===== src/rtl/composite_fb_reader.sv =====
// 1bpp 64x64 framebuffer with ping-pong line prefetch feeding the composite timing generator.
// Host byte writes share the single-port RAM with row fetches; pixel output lags (active, xpos, ypos) by 2 cycles.
`timescale 1ns/1ps

// state    | meaning
// ST_IDLE  | no RAM read in flight; host writes may be accepted
// ST_FETCH | reading bytes 0..7 of frow_q, one per cycle
// ST_DONE  | last byte lands, target bank marked valid with its row tag
module composite_fb_reader #(
    parameter int HSTART      = 122,
    parameter int SCALE_SHIFT = 3,
    parameter int MISS_W      = 8
) (
    input  logic              clk10,
    input  logic              rst_n,
    input  logic              wr_valid,
    output logic              wr_ready,
    input  logic [8:0]        wr_addr,
    input  logic [7:0]        wr_data,
    input  logic              active,
    input  logic [10:0]       xpos,
    input  logic [10:0]       ypos,
    output logic              pix,
    output logic              fetch_busy,
    output logic [MISS_W-1:0] miss_cnt
);

    localparam int          SPAN = 64 << SCALE_SHIFT;
    localparam logic [10:0] X_LO = 11'(HSTART);
    localparam logic [10:0] X_HI = 11'(HSTART + SPAN);
    localparam logic [10:0] Y_HI = 11'(SPAN);

    typedef enum logic [1:0] {
        ST_IDLE  = 2'd0,
        ST_FETCH = 2'd1,
        ST_DONE  = 2'd2
    } state_t;

    state_t             state_q, state_d;
    logic [2:0]         idx_q, idx_d;
    logic [5:0]         frow_q, frow_d;
    logic               to_f_q, to_f_d;

    logic [63:0]        f_data_q, f_data_d;
    logic [5:0]         f_tag_q, f_tag_d;
    logic               f_valid_q, f_valid_d;
    logic [63:0]        b_data_q, b_data_d;
    logic [5:0]         b_tag_q, b_tag_d;
    logic               b_valid_q, b_valid_d;

    logic               in_win_s1_q, in_win_s1_d;
    logic [5:0]         col_s1_q, col_s1_d;
    logic [5:0]         row_s1_q, row_s1_d;
    logic               pix_q, pix_d;
    logic [MISS_W-1:0]  miss_q, miss_d;

    logic [7:0]         mem [0:511];
    logic [7:0]         ram_rdata_q;
    logic               ram_we;
    logic [8:0]         ram_addr;

    logic [10:0]        xoff;
    logic               in_window;
    logic [5:0]         next_tag;
    logic               row_event;
    logic               hit;
    logic               fetch_need;
    logic               fetch_start;
    logic               wr_fire;
    logic               st_en;
    logic [2:0]         st_idx;

    assign xoff        = xpos - X_LO;
    assign in_window   = active && (xpos >= X_LO) && (xpos < X_HI) && (ypos < Y_HI);
    assign in_win_s1_d = in_window;
    assign col_s1_d    = 6'(xoff >> SCALE_SHIFT);
    assign row_s1_d    = 6'(ypos >> SCALE_SHIFT);

    assign next_tag = f_tag_q + 6'd1;

    // A miss fetch already heading for this row must not re-trigger every cycle.
    assign row_event = in_win_s1_q
                    && !(f_valid_q && (f_tag_q == row_s1_q))
                    && !((state_q != ST_IDLE) && to_f_q && (frow_q == row_s1_q));
    assign hit       = row_event && b_valid_q && (b_tag_q == row_s1_q);

    assign fetch_need  = !b_valid_q || (f_valid_q && (b_tag_q != next_tag));
    assign fetch_start = (state_q == ST_IDLE) && !row_event && fetch_need;
    assign wr_ready    = (state_q == ST_IDLE) && !fetch_start;
    assign wr_fire     = wr_valid && wr_ready;

    assign fetch_busy = (state_q == ST_FETCH) || (state_q == ST_DONE);
    assign pix        = pix_q;
    assign miss_cnt   = miss_q;

    always_comb begin
        state_d   = state_q;
        idx_d     = idx_q;
        frow_d    = frow_q;
        to_f_d    = to_f_q;
        f_data_d  = f_data_q;
        f_tag_d   = f_tag_q;
        f_valid_d = f_valid_q;
        b_data_d  = b_data_q;
        b_tag_d   = b_tag_q;
        b_valid_d = b_valid_q;
        miss_d    = miss_q;
        ram_we    = 1'b0;
        ram_addr  = wr_addr;
        st_en     = 1'b0;
        st_idx    = 3'd0;
        pix_d     = 1'b0;

        case (state_q)
            ST_IDLE: begin
                if (fetch_start) begin
                    state_d   = ST_FETCH;
                    idx_d     = 3'd0;
                    frow_d    = f_valid_q ? next_tag : 6'd0;
                    to_f_d    = 1'b0;
                    b_valid_d = 1'b0;
                end
            end
            ST_FETCH: begin
                ram_addr = {frow_q, idx_q};
                idx_d    = idx_q + 3'd1;
                st_en    = (idx_q != 3'd0);
                st_idx   = idx_q - 3'd1;
                if (idx_q == 3'd7) begin
                    state_d = ST_DONE;
                end
            end
            ST_DONE: begin
                st_en   = 1'b1;
                st_idx  = 3'd7;
                state_d = ST_IDLE;
                if (to_f_q) begin
                    f_valid_d = 1'b1;
                    f_tag_d   = frow_q;
                end else begin
                    b_valid_d = 1'b1;
                    b_tag_d   = frow_q;
                end
            end
            default: state_d = ST_IDLE;
        endcase

        // RAM read data arrives one cycle after its address.
        if (st_en) begin
            if (to_f_q) begin
                f_data_d[{st_idx, 3'b000} +: 8] = ram_rdata_q;
            end else begin
                b_data_d[{st_idx, 3'b000} +: 8] = ram_rdata_q;
            end
        end

        if (row_event) begin
            if (hit) begin
                f_data_d  = b_data_q;
                f_tag_d   = b_tag_q;
                f_valid_d = 1'b1;
                b_data_d  = f_data_q;
                b_tag_d   = f_tag_q;
                b_valid_d = 1'b0;
                if (state_q != ST_IDLE) begin
                    state_d = ST_IDLE;
                end
            end else begin
                if (miss_q != {MISS_W{1'b1}}) begin
                    miss_d = miss_q + MISS_W'(1);
                end
                f_valid_d = 1'b0;
                state_d   = ST_FETCH;
                idx_d     = 3'd0;
                frow_d    = row_s1_q;
                to_f_d    = 1'b1;
            end
        end

        // Patch banks by their post-swap role so a write never goes stale.
        if (wr_fire) begin
            ram_we = 1'b1;
            if (f_valid_d && (f_tag_d == wr_addr[8:3])) begin
                f_data_d[{wr_addr[2:0], 3'b000} +: 8] = wr_data;
            end
            if (b_valid_d && (b_tag_d == wr_addr[8:3])) begin
                b_data_d[{wr_addr[2:0], 3'b000} +: 8] = wr_data;
            end
        end

        pix_d = in_win_s1_q && f_valid_d && f_data_d[{col_s1_q[5:3], ~col_s1_q[2:0]}];
    end

    always_ff @(posedge clk10) begin
        if (ram_we) begin
            mem[ram_addr] <= wr_data;
        end
        ram_rdata_q <= mem[ram_addr];
    end

    always_ff @(posedge clk10 or negedge rst_n) begin
        if (!rst_n) begin
            state_q     <= ST_IDLE;
            idx_q       <= 3'd0;
            frow_q      <= 6'd0;
            to_f_q      <= 1'b0;
            f_data_q    <= 64'd0;
            f_tag_q     <= 6'd0;
            f_valid_q   <= 1'b0;
            b_data_q    <= 64'd0;
            b_tag_q     <= 6'd0;
            b_valid_q   <= 1'b0;
            in_win_s1_q <= 1'b0;
            col_s1_q    <= 6'd0;
            row_s1_q    <= 6'd0;
            pix_q       <= 1'b0;
            miss_q      <= '0;
        end else begin
            state_q     <= state_d;
            idx_q       <= idx_d;
            frow_q      <= frow_d;
            to_f_q      <= to_f_d;
            f_data_q    <= f_data_d;
            f_tag_q     <= f_tag_d;
            f_valid_q   <= f_valid_d;
            b_data_q    <= b_data_d;
            b_tag_q     <= b_tag_d;
            b_valid_q   <= b_valid_d;
            in_win_s1_q <= in_win_s1_d;
            col_s1_q    <= col_s1_d;
            row_s1_q    <= row_s1_d;
            pix_q       <= pix_d;
            miss_q      <= miss_d;
        end
    end

endmodule

===== config.mk =====
export PLATFORM = sky130hd
export DESIGN_NAME = composite_fb_reader
export DESIGN_NICKNAME = d
export VERILOG_FILES = /design/src/rtl/composite_fb_reader.sv
export SDC_FILE = /design/constraint.sdc
export NUM_CORES = 2
export LEC_CHECK = 0
export CAP_MARGIN = 20
export CORE_ASPECT_RATIO = 1.25
export CORE_UTILIZATION = 45
export CTS_CLUSTER_DIAMETER = 150
export DETAILED_ROUTE_END_ITERATION = 7
export SYNTH_ARGS = -nofsm -noshare
export SYNTH_HDL_FRONTEND = slang
export SYNTH_SLANG_ARGS = --single-unit

===== constraint.sdc =====
create_clock -name clk10 -period 5.4 [get_ports clk10]
set_input_delay 1.08 -clock clk10 [delete_from_list [all_inputs] [get_ports clk10]]
set_output_delay 1.08 -clock clk10 [all_outputs]
set_load 0.05 [all_outputs]

==> results.py <==
metrics = {
    "power": {
        "peakVddDrop_v": 0.0003780,
        "p_leak_nw": 64.39,
        "power_density_nw_per_um2": 515.2,
    },
    "worst_setup_path": {
        "crit_chain": "inv_1 > ha_1 > buf_4 > nand2_1 > o21a_4 > buf_12 > buf_12 > mux4_2 > nand2_1 > a21oi_1 > nor2_1 > buf_4 > o22ai_1 > nor2_1 > buf_4 > o31ai_1 > nor4_1 > o221ai_1",
        "crit_slowest_cell": "nor4_1",
        "start_kind": "flip-flop",
        "path_common_cell": "buf_4",
        "worstPathRequired_ps": 6160,
        "arrival_ps": 5890,
        "max_stage_delay_ps": 610,
        "r2r_cells": 18,
        "rrSetupSlack_ps": 270,
        "timing.rr.start": "state_q[1]",
        "path_max_fanout": 20,
        "cp-end-kind": "flip-flop",
        "crit_family": "simple AND/OR/NAND/NOR gates",
        "r2r-end": "ram_rdata_q[1]",
        "crit_buf_inv": 6,
        "crit_type": "reg -> reg",
    },
    "final_layout": {
        "drive_above_1_share": 0.2400,
        "finalNetCount": 10151,
        "area_delta_synth_final_pct": 14.70,
        "stdcell_area_um2": 196500,
    },
    "yosys": {
        "ys_seq_area_frac": 0.7445,
        "synth.area.top_cells": "edfxtp_1 72%, mux4_2 14%, nand2_1 2.9%",
        "syn_avg_cell_area_um2": 18.13,
        "synth_area_um2": 171300,
        "yosys_most_used_dff": "edfxtp_1",
        "synth-edff-count": 4096,
        "synth_cell_types": 83,
        "syn_nets": 9509,
        "yosys.area.top_type": "edfxtp_1",
        "yosysTopAreaCellShare": 0.7179,
        "yosysMostFrequentCell": "edfxtp_1",
        "synth_commonest_cells": "4096 x edfxtp_1, 1331 x nand2_1, 1031 x mux4_2",
        "yosys_warnings": 0,
        "syn_inst": 9448,
        "async_flop_share": 0.04112,
        "ys_ff_latch": 4280,
    },
    "routing": {
        "drc": 0,
        "vias_per_cell": 6.031,
        "num_vias": 92883,
        "first_pass_iters": 7,
        "routed_wl_mm": 469.4,
        "drt_iter0_drc": 10569,
        "drtAntennaViolNets": 0,
        "wire_per_inst_um": 30.48,
    },
    "sta": {
        "whs_ps": 148.7,
        "relSlewSlack": 0.1388,
        "rsz0062_at_grt": "no",
        "maxSlewViolCount": 0,
        "final.period_utilization": 0.9499,
        "finalHoldViolCount": 0,
        "tightest_slew_ps": 1292,
        "skew_ps": 42.89,
        "min_period_ps": 5130,
        "fmaxAchievable_mhz": 194.9,
        "finalSetupViolations": 0,
    },
    "floorplan": {
        "die_x_um": 553.9,
        "ios": 54,
        "die_area_um2": 383200,
        "num_rows": 253,
        "floorplan.initialDensity": 0.4518,
        "fp.dieH_um": 691.9,
        "fp.coreArea_um2": 379200,
    },
    "grt": {
        "grt_overflow_total": 0,
        "grt_max_degree": 191,
        "grt_pass1_vias": 94859,
        "grt_pass1_wl_mm": 676.9,
        "grt.total_usage": 0.2431,
        "antenna_found_initial": 20,
    },
    "clocking": {
        "cts_buffer_depth": 4,
        "cts_tree": "built",
        "clock-root-buffer": "clkbuf_16",
        "cts-resized-gates": 0,
        "htree_num_levels": 5,
        "cts_hold_buf": 0,
        "cts_setup_buffers": 0,
        "cts.clk_slew.worst_paths_ps": 60,
        "cts_buffers": 406,
        "clkLatencyLatePin_ps": 950,
        "clock-sinks": 4280,
    },
    "placement": {
        "place_area_um2": 183300,
        "hpwl_mm": 290.1,
        "gp_congestion": 0.8605,
        "port_buffers": 49,
    },
    "min_path": {
        "worstHoldPathType": "in -> async",
    },
    "run": {
        "drv_cap": 0,
    },
    "run_status": {
        "status": "completed",
    },
}
cells by family after synthesis:
| group | share of synthesized area |
|---|---|
| mux | 0.1460 |
| fa+ha+maj | 0.001314 |
| compound gates | 0.02712 |
| buf+inv | 0.01595 |
| xor+xnor | 0.002673 |
| simple gates | 0.06242 |
| flops | 0.7445 |
how the worst max path moves through the flow:
stage               start             end  slack, ps  depth (start not counted)
3_3_place_gp   wr_addr[0]  ram_rdata_q[1]       -390                         16
3_5_place_dp   wr_addr[0]  ram_rdata_q[1]       -410                         16
2_1_floorplan  state_q[0]             pix        950                         18
6_report       state_q[1]  ram_rdata_q[1]        270                         18
5_1_grt        state_q[1]  ram_rdata_q[1]        160                         18
4_1_cts        state_q[0]        wr_ready        160                          9
registers in the layout, indices dropped and copies added, names as in the netlist, 2 cells and up:
name         cells
mem           4096
b_data_q        64
f_data_q        64
miss_cnt         8
ram_rdata_q      8
b_tag_q          6
col_s1_q         6
f_tag_q          6
frow_q           6
row_s1_q         6
idx_q            3
state_q          2
layout make-up:
cell class                      count  area (µm²)
Antenna cell                       10       25.02
Clock buffer                      509       10870
Clock inverter                    227        2327
Fill cell                       30025      182700
Inverter                           39       146.4
Multi-Input combinational cell   4516       41300
Sequential cell                  4280      127600
Tap cell                         4972        6221
Timing Repair Buffer              847        8069
power breakdown:
part / switching (W) / internal [W] / leakage (nW)
clock network: 0.0124 / 0.0164 / 6.40
registers: 0.000320 / 0.0367 / 39.2
logic: 0.0206 / 0.0149 / 18.8
total: 0.0333 / 0.0679 / 64.4
layer usage:
layer	vias to the layer above	track usage	share of wire
li1	38844	-	-
met1	49086	0.3216	0.39
met2	4098	0.4079	0.50
met3	847	0.03484	0.075
met4	8	0.09392	0.041
met5	-	0	0.00014
cell usage in the layout, fill, tap and decap left out, types with 44 or more instances in the layout:
cell type / Yosys / layout
a21oi_1: 149 / 149
a311oi_1: 151 / 150
a31oi_1: 44 / 44
and3_1: 117 / 117
buf_12: 0 / 122
buf_4: 13 / 675
bufinv_16: 0 / 44
clkbuf_1: 338 / 84
clkbuf_16: 0 / 418
clkinv_1: 2 / 74
clkinv_2: 0 / 66
dfrtp_1: 176 / 176
edfxtp_1: 4096 / 4096
mux2i_1: 147 / 144
mux4_2: 1031 / 1031
nand2_1: 1331 / 1319
nand3_1: 304 / 304
nor2_1: 647 / 643
nor3_1: 48 / 48
o211ai_1: 70 / 70
o21ai_0: 148 / 148
stage by stage:
stage	power [W]	util	std cells	worst slack, ps	setup TNS (ps)
finish	0.1012	0.5182	15400	270.5	0
global route	0.1046	0.5181	15392	162.6	0
global placement	0.07302	0.4832	14652	-391.3	-1389
detailed placement	0.07326	0.4832	14653	-405.5	-1457
floorplan	0.05812	-	9448	954.8	0
CTS	0.1018	0.5180	15389	161.3	0
worst register-to-register path, cell delays in order (launching register included):
cell and delay, ps:
dfrtp_1 400, inv_1 100, ha_1 200, buf_4 200, nand2_1 170, o21a_4 510, buf_12 260, buf_12 250
mux4_2 540, nand2_1 90, a21oi_1 110, nor2_1 240, buf_4 200, o22ai_1 80, nor2_1 420, buf_4 190
o31ai_1 140, nor4_1 610, o221ai_1 240
(Power assumes the default switching activity.)
